`config.mk`:
```
export PLATFORM = sky130hd
export DESIGN_NAME = vga_sync_decoder
export DESIGN_NICKNAME = d
export VERILOG_FILES = /design/src/rtl/vga_sync_decoder.sv
export SDC_FILE = /design/constraint.sdc
export NUM_CORES = 1
export LEC_CHECK = 0
export BUFFER_PORTS_ARGS = -buffer_cell sky130_fd_sc_hd__buf_2
export CAP_MARGIN = 20
export CORE_MARGIN = 2
export CORE_UTILIZATION = 55
export DETAILED_ROUTE_END_ITERATION = 12
export PLACE_DENSITY = 0.83
export SLEW_MARGIN = 20
export SYNTH_ARGS = -nofsm -noshare
export SYNTH_HDL_FRONTEND = slang
export SYNTH_SLANG_ARGS = --single-unit
export TNS_END_PERCENT = 10
```
`constraint.sdc`:
```
create_clock -name vga_clk -period 3.4 [get_ports vga_clk]
set_clock_uncertainty 0.15 [all_clocks]
set_input_delay 0.17 -clock vga_clk [delete_from_list [all_inputs] [get_ports vga_clk]]
set_output_delay 0.17 -clock vga_clk [all_outputs]
set_load 0.01 [all_outputs]
```
`src/rtl/vga_sync_decoder.sv`:
```
`default_nettype none
// ============================================================================
// Module   : vga_sync_decoder
// Brief    : Recovers DE/x/y from HS/VS/blank, measures timing, locks on stability
// Revision : 1.0 - initial release
// ============================================================================
module vga_sync_decoder #(
   parameter int LOCK_FRAMES = 2,
   parameter int H_ACTIVE    = 640
) (
   input  logic        vga_clk,
   input  logic        reset,
   input  logic        hs_in,
   input  logic        vs_in,
   input  logic        blank_n_in,
   output logic        de,
   output logic [9:0]  x,
   output logic [8:0]  y,
   output logic [10:0] h_total,
   output logic [9:0]  v_total,
   output logic [7:0]  hs_width,
   output logic        locked,
   output logic        error
);

   typedef enum logic [1:0] {
      SEARCH  = 2'd0,
      MEASURE = 2'd1,
      LOCKED  = 2'd2
   } state_t;

   localparam logic [10:0]     c_LC_MAX = 11'd2047;
   localparam logic [9:0]      c_FC_MAX = 10'd1023;
   localparam logic [9:0]      c_X_MAX  = 10'd1023;
   localparam logic [8:0]      c_Y_MAX  = 9'd511;
   localparam logic [7:0]      c_HL_MAX = 8'd255;
   localparam logic [10:0]     c_H_ACT  = 11'(H_ACTIVE);
   localparam int              c_MW     = $clog2(LOCK_FRAMES + 1);
   localparam logic [c_MW-1:0] c_LOCK   = c_MW'(LOCK_FRAMES);

   state_t          state_q;
   logic            s_hs_q, s_vs_q, s_bl_q, p_hs_q, p_vs_q;
   logic            de_q;
   logic [9:0]      x_q, x_d;
   logic [8:0]      y_q, y_d;
   logic [10:0]     lc_q, lc_d, h_total_q;
   logic [9:0]      fc_q, fc_d, v_total_q;
   logic [7:0]      hl_q, hl_d, hs_width_q;
   logic [c_MW-1:0] match_q;
   logic            line_bad_q, locked_q, error_q;

   logic            w_hs_fall, w_hs_rise, w_vs_fall, w_de_fall;
   logic [10:0]     w_line_len;
   logic            w_line_err, w_lc_sat, w_fc_sat, w_v_bad, w_frame_ok;
   logic [c_MW-1:0] w_match_inc;

   assign w_hs_fall   = p_hs_q & ~s_hs_q;
   assign w_hs_rise   = ~p_hs_q & s_hs_q;
   assign w_vs_fall   = p_vs_q & ~s_vs_q;
   assign w_de_fall   = de_q & ~s_bl_q;
   assign w_line_len  = (lc_q == c_LC_MAX) ? c_LC_MAX : lc_q + 11'd1;
   assign w_line_err  = (w_hs_fall && (w_line_len != h_total_q)) ||
                        (w_de_fall && (({1'b0, x_q} + 11'd1) != c_H_ACT));
   // Single-cycle saturation events: fire only on the step into the limit
   assign w_lc_sat    = !w_hs_fall && (lc_q == c_LC_MAX - 11'd1);
   assign w_fc_sat    = w_hs_fall && !w_vs_fall && (fc_q == c_FC_MAX - 10'd1);
   assign w_v_bad     = w_vs_fall && (fc_q != v_total_q);
   assign w_frame_ok  = !line_bad_q && !w_line_err && (fc_q == v_total_q);
   assign w_match_inc = match_q + c_MW'(1);

   always_comb begin
      lc_d = w_hs_fall ? 11'd0 : ((lc_q == c_LC_MAX) ? lc_q : lc_q + 11'd1);
      fc_d = fc_q;
      // A coincident HS edge is line 0 of the new frame
      if (w_vs_fall)
         fc_d = w_hs_fall ? 10'd1 : 10'd0;
      else if (w_hs_fall && fc_q != c_FC_MAX)
         fc_d = fc_q + 10'd1;
      hl_d = s_hs_q ? 8'd0 : ((hl_q == c_HL_MAX) ? hl_q : hl_q + 8'd1);
      x_d  = (s_bl_q && de_q) ? ((x_q == c_X_MAX) ? x_q : x_q + 10'd1) : 10'd0;
      y_d  = y_q;
      if (w_vs_fall)
         y_d = 9'd0;
      else if (w_de_fall && y_q != c_Y_MAX)
         y_d = y_q + 9'd1;
   end

   always_ff @(posedge vga_clk or posedge reset) begin
      if (reset) begin
         s_hs_q     <= 1'b1;
         s_vs_q     <= 1'b1;
         s_bl_q     <= 1'b0;
         p_hs_q     <= 1'b1;
         p_vs_q     <= 1'b1;
         de_q       <= 1'b0;
         x_q        <= 10'd0;
         y_q        <= 9'd0;
         lc_q       <= 11'd0;
         fc_q       <= 10'd0;
         hl_q       <= 8'd0;
         h_total_q  <= 11'd0;
         hs_width_q <= 8'd0;
      end else begin
         s_hs_q <= hs_in;
         s_vs_q <= vs_in;
         s_bl_q <= blank_n_in;
         p_hs_q <= s_hs_q;
         p_vs_q <= s_vs_q;
         de_q   <= s_bl_q;
         x_q    <= x_d;
         y_q    <= y_d;
         lc_q   <= lc_d;
         fc_q   <= fc_d;
         hl_q   <= hl_d;
         if (w_hs_fall) h_total_q  <= w_line_len;
         if (w_hs_rise) hs_width_q <= hl_q;
      end
   end

   always_ff @(posedge vga_clk or posedge reset) begin
      if (reset) begin
         state_q    <= SEARCH;
         match_q    <= '0;
         line_bad_q <= 1'b0;
         v_total_q  <= 10'd0;
         locked_q   <= 1'b0;
         error_q    <= 1'b0;
      end else begin
         error_q <= 1'b0;
         if (w_line_err) line_bad_q <= 1'b1;
         case (state_q)
            SEARCH: begin
               if (w_vs_fall) begin
                  state_q    <= MEASURE;
                  line_bad_q <= 1'b0;
                  match_q    <= '0;
               end
            end
            MEASURE: begin
               if (w_vs_fall) begin
                  v_total_q  <= fc_q;
                  line_bad_q <= 1'b0;
                  if (!w_frame_ok) begin
                     match_q <= '0;
                  end else begin
                     match_q <= w_match_inc;
                     if (w_match_inc == c_LOCK) begin
                        state_q  <= LOCKED;
                        locked_q <= 1'b1;
                     end
                  end
               end
               if (w_lc_sat || w_fc_sat) match_q <= '0;
            end
            LOCKED: begin
               if (w_vs_fall) begin
                  v_total_q  <= fc_q;
                  line_bad_q <= 1'b0;
               end
               if (w_line_err || w_v_bad || w_lc_sat || w_fc_sat) begin
                  error_q  <= 1'b1;
                  locked_q <= 1'b0;
                  match_q  <= '0;
                  state_q  <= SEARCH;
               end
            end
            default: state_q <= SEARCH;
         endcase
      end
   end

   assign de       = de_q;
   assign x        = x_q;
   assign y        = de_q ? y_q : 9'd0;
   assign h_total  = h_total_q;
   assign v_total  = v_total_q;
   assign hs_width = hs_width_q;
   assign locked   = locked_q;
   assign error    = error_q;

endmodule
`default_nettype wire
```
==> results.toml, run 1 <==
[routing]
route.detailed.drc = 0
detail-route-antenna-nets = 0
first_pass_iters = 5
drt_wl_total_um = 10000
vias_per_cell = 5.86
drt_iter0_markers = 168
wl_per_cell_um = 15.2
vias = 3873

[timing]
rsz0062_at_grt = "no"
worst-slew-pin-transition_ns = 0.639
slew_violations = 0
fmax_mhz = 323
setup_violations = 0
post-route-period-util_pct = 91.2
hold_violations = 0
relSlewSlack_pct = 57.0
fin_tns_setup_ns = 0
fin_ws_ns = 0.300
min_period_ns = 3.10

[floorplanning]
row_count = 34
pin_count = 56
die_w_um = 97.2
design.core.area_sq_um = 8590
fp.dieH_um = 97.2
die-area_sq_um = 9450
start_util_pct = 55.6

[clocking]
cts-root-buf = "clkbuf_8"
h-tree-depth = 3
cts_tree = "yes"
clockBufferDepth = 2
cts_sinks = 90
clk_latency_ns = 0.37
clk_pin_slew_ns = 0.10
cts_buffers = 9

[place]
gp_routability_congestion = 0.921
pre_cts_ws_ns = 0.412
dp.cells = 640
portBuffers = 55
post-dp-hpwl_um = 7130

[synth]
synth_area_sq_um = 4780
yosys.area.top_type = "dfrtp_1"
synth_edf_count = 0
async_flop_share_pct = 100
synth_area_per_cell_sq_um = 9.70
synthFlopType = "dfrtp_1"
synth_most_common_cell = "dfrtp_1"
yosysUniqueCellTypes = 60
ys_warn_count = 0
ys_ff_latch = 90
synth_commonest_cells = "dfrtp_1, nor2_1, nand2_1"
synth_fp_nets = 511
synth_top_area_share_pct = 45.0
yosys-top-cells-area = "dfrtp_1, nor2_1, mux2_2"
netlist_instances = 493
ys_seq_area_share_pct = 47.2

[flow_run]
drv_cap = 0

[worst_setup_path]
crit_start = "lc_q[0]"
setup.worst_path.class = "reg2reg"
end_kind = "flop"
cp_max_fo = 15
critPathLaunchType = "flop"
required_ns = 3.52
r2r-start = "lc_q[0]"
critPathArrivalTime_ns = 3.22
rr_worst_depth = 9

[status]
outcome = "finished clean"

[finish]
drive_gt1_share_pct = 19.7
diodes = 0
area_growth_pct = 13.1
instances_no_fill = 661
final_nets = 566

[global_route]
grt.overflow.total = 0
grt_pass1_vias = 3719
grt_pass1_wl_um = 17500
grt_max_degree = 59
grtUsageTotal_pct = 22.2
antenna_found_initial = 0

[power_and_ir_drop]
p_leak_nw = 2.51
power_density_nw_per_um2 = 482
ir_worst_vdd_uv = 323

[worst_hold_path]
hp-class = "in2async"
## timing repair
| item | in CTS | in global routing |
|---|---|---|
| resized for setup | 0 | 0 |
| hold buffers | 4 | 0 |
| buffers inserted | 0 | 0 |
| endpoints found under the hold margin | 55 | 0 |
## where the power goes
| group | total, mW | leakage [nW] | switching, mW | internal [mW] |
|---|---|---|---|---|
| combinational | 0.561 | 1.21 | 0.313 | 0.248 |
| clock | 0.769 | 0.103 | 0.415 | 0.354 |
| sequential | 1.28 | 1.20 | 0.117 | 1.16 |
| total | 2.61 | 2.51 | 0.845 | 1.76 |
## cell type report
class	instances	area (sq um)
fillers	713	3180
flip-flops and latches	90	2260
clock inverters	7	83.8
clock buffers	9	124
inverters	15	57.6
multi-input cells	367	2380
well taps	108	135
repair buffers	65	373
## path summary, 6_finish.rpt
| kind | endpoint | slack, ns |
|---|---|---|
| max in group asynchronous | de | 2.14 |
| worst min register to register | p_vs_q | 0.25 |
| worst min-delay path | hs_width[6] | 0.12 |
| worst max-delay path | match_q[1] | 0.30 |
| worst max register to register | match_q[1] | 0.30 |
| min in group vga_clk | p_vs_q | 0.25 |
## per-layer routing
metal	global-route usage, %	wire, um
met2	37.2	4910
met1	29.5	4560
met3	5.61	458
met4	5.02	97
met5	0	0
## critical path, cell delays in order (launching register included)
cell and delay, ns:
dfrtp_1 0.46, ha_1 0.34, nand3_2 0.29, o31ai_1 0.42, xnor2_1 0.16, o211ai_1 0.12
or4_4 0.45, o21ai_4 0.24, nand4_2 0.15, o32ai_2 0.22
## cells by family after synthesis
kind of cell | share of synthesized area [%]
AOI/OAI and AO/OA | 12.5
adders and majority gates | 3.61
muxes | 5.29
xor gates and xnor gates | 6.60
and+or+nand+nor | 21.8
DFF | 47.2
buffers and inverters | 3.04
## through the flow
step | hold slack, ns | util, % | cell area (sq um) | power [mW]
2_1_floorplan | 0.0245 | - | 4780 | 1.68
3_3_place_gp | 0.127 | 59.8 | 5140 | 1.82
3_5_place_dp | 0.126 | 59.8 | 5140 | 1.85
4_1_cts | 0.260 | 62.7 | 5390 | 2.63
5_1_grt | 0.101 | 62.9 | 5410 | 2.76
6_report | 0.117 | 62.9 | 5410 | 2.61
## placed cells by master, fill, tap and decap left out, drive strengths merged, types with 3 or more instances in the layout
master and count:
nor3 17, mux2 18, and4 4, xnor2 20, dfrtp 86, nand4 17, mux2i 5, nand3 21
and3 9, nor2b 6, inv 18, buf 61, a22oi 3, clkbuf 9, ha 13, o21ai 24
nor4 6, dfstp 4, xor2 16, nand2 36, o31ai 5, a31oi 9, or3 3, and2 12
nand2b 7, or2 3, a21oi 22, dlygate4sd3 4, o211ai 5, nor2 55
## state kept, by name, summed over array words and instances (netlist names), 8 cells and up
signal and count:
fc_q 10, h_total 11, hl_q 8, hs_width 8, lc_q 11, v_total 10
x 10, y_q 9
Power figures use the tool's default switching activity.
==> run 2: changes to the inputs <==
- PLACE_DENSITY: 0.83 -> 0.85
==> results.toml, run 2 (synthesis results as in run 1) <==
[status]
outcome = "finished clean"

[timing]
rsz0062_at_grt = "no"
relSlewSlack_pct = 49.7
fin_tns_setup_ns = 0
worst-slew-pin-transition_ns = 0.748
post-route-period-util_pct = 92.2
slew_violations = 0
fmax_mhz = 319
min_period_ns = 3.14
hold_violations = 0
setup_violations = 0
whs_ns = 0.231

[global_route]
grt_max_degree = 56
antenna_found_initial = 0
grtUsageTotal_pct = 22.0
grt.overflow.total = 0
grt_pass1_vias = 3740
grt_pass1_wl_um = 17400

[clocking]
cts_buffers = 9
cts_resized = 0
clk_latency_ns = 0.35
clockBufferDepth = 2
clk_pin_slew_ns = 0.09
cts_sinks = 90
h-tree-depth = 3
cts-root-buf = "clkbuf_8"
cts_tree = "yes"

[routing]
detail-route-antenna-nets = 0
drt_iter0_markers = 144
met3WireLength_um = 582
drt-met1-wl_um = 4480
vias = 3859
route.met2.wl_um = 4810
highest_layer = "met4"
wl_per_cell_um = 15.2
first_pass_iters = 5
vias_per_cell = 5.85
drt_wl_total_um = 10000
route.detailed.drc = 0

[worst_setup_path]
cp_max_fo = 15
critPathArrivalTime_ns = 3.25
critPathLaunchType = "flop"
end_kind = "flop"
setup.worst_path.class = "reg2reg"
required_ns = 3.51

[floorplanning]
design.core.area_sq_um = 8590
die_w_um = 97.2
die-area_sq_um = 9450
pin_count = 56
row_count = 34
start_util_pct = 55.6
fp.dieH_um = 97.2

[finish]
area_growth_pct = 12.6
mostFrequentLayoutCell = "dfrtp_1"
diodes = 0
utilization_pct = 62.6
drive_gt1_share_pct = 19.6
final_nets = 565
final_cell_mix = "dfrtp_1, nor2_1, buf_2"

[worst_hold_path]
hp-class = "reg2reg"

[power_and_ir_drop]
clkPwrFrac_pct = 27.8
switchingPower_mw = 0.808
power_switching_share_pct = 31.7
p_int_mw = 1.74
ir_worst_vdd_uv = 333
power_frac_seq_pct = 50.2
p_leak_nw = 2.50
power_density_nw_per_um2 = 473
p_comb_share_pct = 22.0

[flow_run]
drv_cap = 0

[place]
post-dp-hpwl_um = 7260
portBuffers = 55
gp_routability_congestion = 0.929
[run 2: cell type report]
cell class              count  area [sq um]
multi-input cells         367          2380
inverters                  15          58.8
repair buffers             64           353
well taps                 108           135
clock inverters             4          33.8
fillers                   701          3210
flip-flops and latches     90          2260
clock buffers              12           165
[run 2: critical path, cell delays in order (launching register included)]
cell      delay, ns
dfrtp_1        0.46
ha_1           0.34
nand3_2        0.30
o31ai_1        0.43
xnor2_1        0.17
o211ai_1       0.13
or4_4          0.45
o21ai_4        0.25
nand4_2        0.14
o32ai_2        0.21
[run 2: metrics by stage]
| stage | instances | setup WS (ns) | instance area, sq um | power [mW] |
|---|---|---|---|---|
| after global placement | 640 | 0.460 | 5140 | 1.82 |
| after floorplan | 493 | 0.751 | 4780 | 1.68 |
| final | 660 | 0.265 | 5380 | 2.55 |
| after CTS | 660 | 0.312 | 5380 | 2.57 |
| after detailed placement | 640 | 0.351 | 5140 | 1.85 |
| after global routing | 660 | 0.0190 | 5380 | 2.69 |
[run 2: power by group through the flow]
stage          registers (mW)  clock network (mW)  logic, mW
2_1_floorplan            1.28                   0      0.409
3_3_place_gp             1.29                   0      0.528
3_5_place_dp             1.30                   0      0.551
4_1_cts                  1.28               0.733      0.559
5_1_grt                  1.29               0.777      0.624
6_report                 1.28               0.709      0.560
[run 2: path summary, 6_finish.rpt]
path                            slack (ns)     from  cells past startpoint          to
worst max-delay path                  0.26  lc_q[0]                      9  match_q[1]
worst min-delay path                  0.23   s_vs_q                      0      p_vs_q
worst max register to register        0.26  lc_q[0]                      9  match_q[1]
worst min register to register        0.23   s_vs_q                      0      p_vs_q
max in group asynchronous             2.03    reset                      4      p_hs_q
min in group asynchronous             0.32    reset                      3  v_total[1]
[run 2: what timing repair did]
action / CTS / global route
buffers inserted: 0 / 0
hold buffers: 4 / 0
hold endpoints to repair: 53 / 0
[run 2: metal layers]
| layer | vias to the layer above | track usage [%] |
|---|---|---|
| met2 | 129 | 35.5 |
| met3 | 18 | 3.38 |
| li1 | 1863 | - |
| met1 | 1849 | 30.3 |
| met5 | - | 0 |
| met4 | 0 | 8.12 |
==> run 3: changes to the inputs <==
- GPL_TIMING_DRIVEN: default -> 0
- MAX_ROUTING_LAYER: default -> met4
- REMOVE_ABC_BUFFERS: default -> 1
==> results.toml, run 3 (synthesis results as in run 1) <==
[finish]
instances_no_fill = 658
diodes = 0
final_cell_mix = "dfrtp_1, nor2_1, buf_2"
drive_gt1_share_pct = 19.6
mostFrequentLayoutCell = "dfrtp_1"
fillers = 728
final_nets = 563
utilization_pct = 62.7
area_growth_pct = 12.7

[worst_hold_path]
hp-class = "in2async"

[clocking]
cts_sinks = 90
h-tree-depth = 3
clk_latency_ns = 0.37
clk_pin_slew_ns = 0.10
postCtsSetupRepairBufs = 0
clockBufferDepth = 2
cts_buffers = 9
cts-root-buf = "clkbuf_8"
cts_tree = "yes"

[status]
outcome = "finished clean"

[place]
gp_routability_congestion = 0.914
dp.cells = 638
portBuffers = 55
post-dp-hpwl_um = 7340

[floorplanning]
die-area_sq_um = 9450
pin_count = 56
design.core.area_sq_um = 8590
row_count = 34
die_w_um = 97.2
start_util_pct = 55.6
fp.dieH_um = 97.2

[worst_setup_path]
critPathArrivalTime_ns = 3.33
slowest_stage = "dfrtp_1"
slowest_delay_ns = 0.46
required_ns = 3.53
end_kind = "flop"
setup.worst_path.class = "reg2reg"
cp_max_fo = 15
crit_chain = "ha_1 > nand3_2 > o31ai_1 > xnor2_1 > o211ai_1 > or4_4 > o21ai_4 > a41oi_1 > o22ai_1"
critPathLaunchType = "flop"

[timing]
slew_violations = 0
post-route-period-util_pct = 94.0
min_period_ns = 3.20
fmax_mhz = 313
relSlewSlack_pct = 38.8
worst-slew-pin-transition_ns = 0.916
rsz0062_at_grt = "no"
setup_violations = 0
hold_violations = 0
fin_tns_setup_ns = 0

[power_and_ir_drop]
p_leak_nw = 2.50
ir_worst_vdd_uv = 282
power_density_nw_per_um2 = 471

[routing]
first_pass_iters = 5
drt_wl_total_um = 10300
detail-route-antenna-nets = 0
route.detailed.drc = 0
vias = 3915
drt_iter0_markers = 236
wl_per_cell_um = 15.7
vias_per_cell = 5.95

[global_route]
grt_max_degree = 55
grt_pass1_wl_um = 17600
grt.overflow.total = 0
grt_pass1_vias = 3722
antenna_found_initial = 0
grtUsageTotal_pct = 23.3

[flow_run]
drv_cap = 0
==> run 3: cell types whose count changed in the layout (fill, tap and decap cells not counted), sizes merged <==
cell / previous run / this run
clkbuf: 12 / 9
clkinv: 3 / 2
clkinvlp: 0 / 1
buf: 60 / 58
inv: 16 / 19
==> run 3: per-layer routing <==
metal / share of wire, % / GRT usage (%) / vias up
met4: 1.5 / 7.91 / 0
li1: - / - / 1866
met1: 44 / 30.6 / 1898
met5: 0 / - / -
met3: 6.0 / 3.96 / 16
met2: 49 / 37.1 / 135
==> run 3: metrics by stage <==
| stage | cell area [sq um] | power, mW | setup WS (ns) | hold WS [ns] |
|---|---|---|---|---|
| after global routing | 5390 | 2.68 | 0.0376 | 0.251 |
| after global placement | 5100 | 1.82 | -0.166 | 0.125 |
| final | 5390 | 2.54 | 0.204 | 0.230 |
| after floorplan | 4690 | 1.67 | 0.546 | 0.0245 |
| after CTS | 5390 | 2.55 | 0.265 | 0.230 |
| after detailed placement | 5160 | 1.86 | 0.281 | 0.0856 |
==> run 3: final timing paths <==
check	from	to	slack (ns)	depth (start not counted)
setup / recovery	lc_q[0]	state_q[1]	0.20	9
hold / removal	reset	hl_q[1]	0.23	3
setup reg to reg	lc_q[0]	state_q[1]	0.20	9
hold reg to reg	s_vs_q	p_vs_q	0.24	0
max in group asynchronous	reset	p_vs_q	2.21	4
min in group vga_clk	s_vs_q	p_vs_q	0.24	0
==> run 3: layout make-up <==
type / count / area, sq um / share of cell area, %
Timing Repair Buffer: 62 / 369 / 6.85
Multi-Input combinational cell: 367 / 2380 / 44.3
Sequential cell: 90 / 2260 / 41.9
Tap cell: 108 / 135 / 2.51
Clock buffer: 9 / 124 / 2.30
Clock inverter: 7 / 58.8 / 1.09
Inverter: 15 / 58.8 / 1.09
==> run 3: repair_timing <==
action	in CTS	in global routing
hold buffers	4	0
hold endpoints to repair	38	0
gates resized for setup	0	0
==> run 3: worst max-delay path: cells and delay by family, from the launching register on <==
kind / cells / cell delay [ns]
AOI/OAI and AO/OA: 5 / 1.20
xor gates and xnor gates: 1 / 0.16
adders and majority gates: 1 / 0.35
DFF: 1 / 0.46
and+or+nand+nor: 2 / 0.79
==> run 3: report_power, final <==
part | internal [mW] | switching [mW] | total [mW] | leakage, nW
sequential | 1.16 | 0.114 | 1.28 | 1.20
combinational | 0.247 | 0.321 | 0.567 | 1.20
clock | 0.279 | 0.414 | 0.693 | 0.0925
total | 1.69 | 0.849 | 2.54 | 2.50
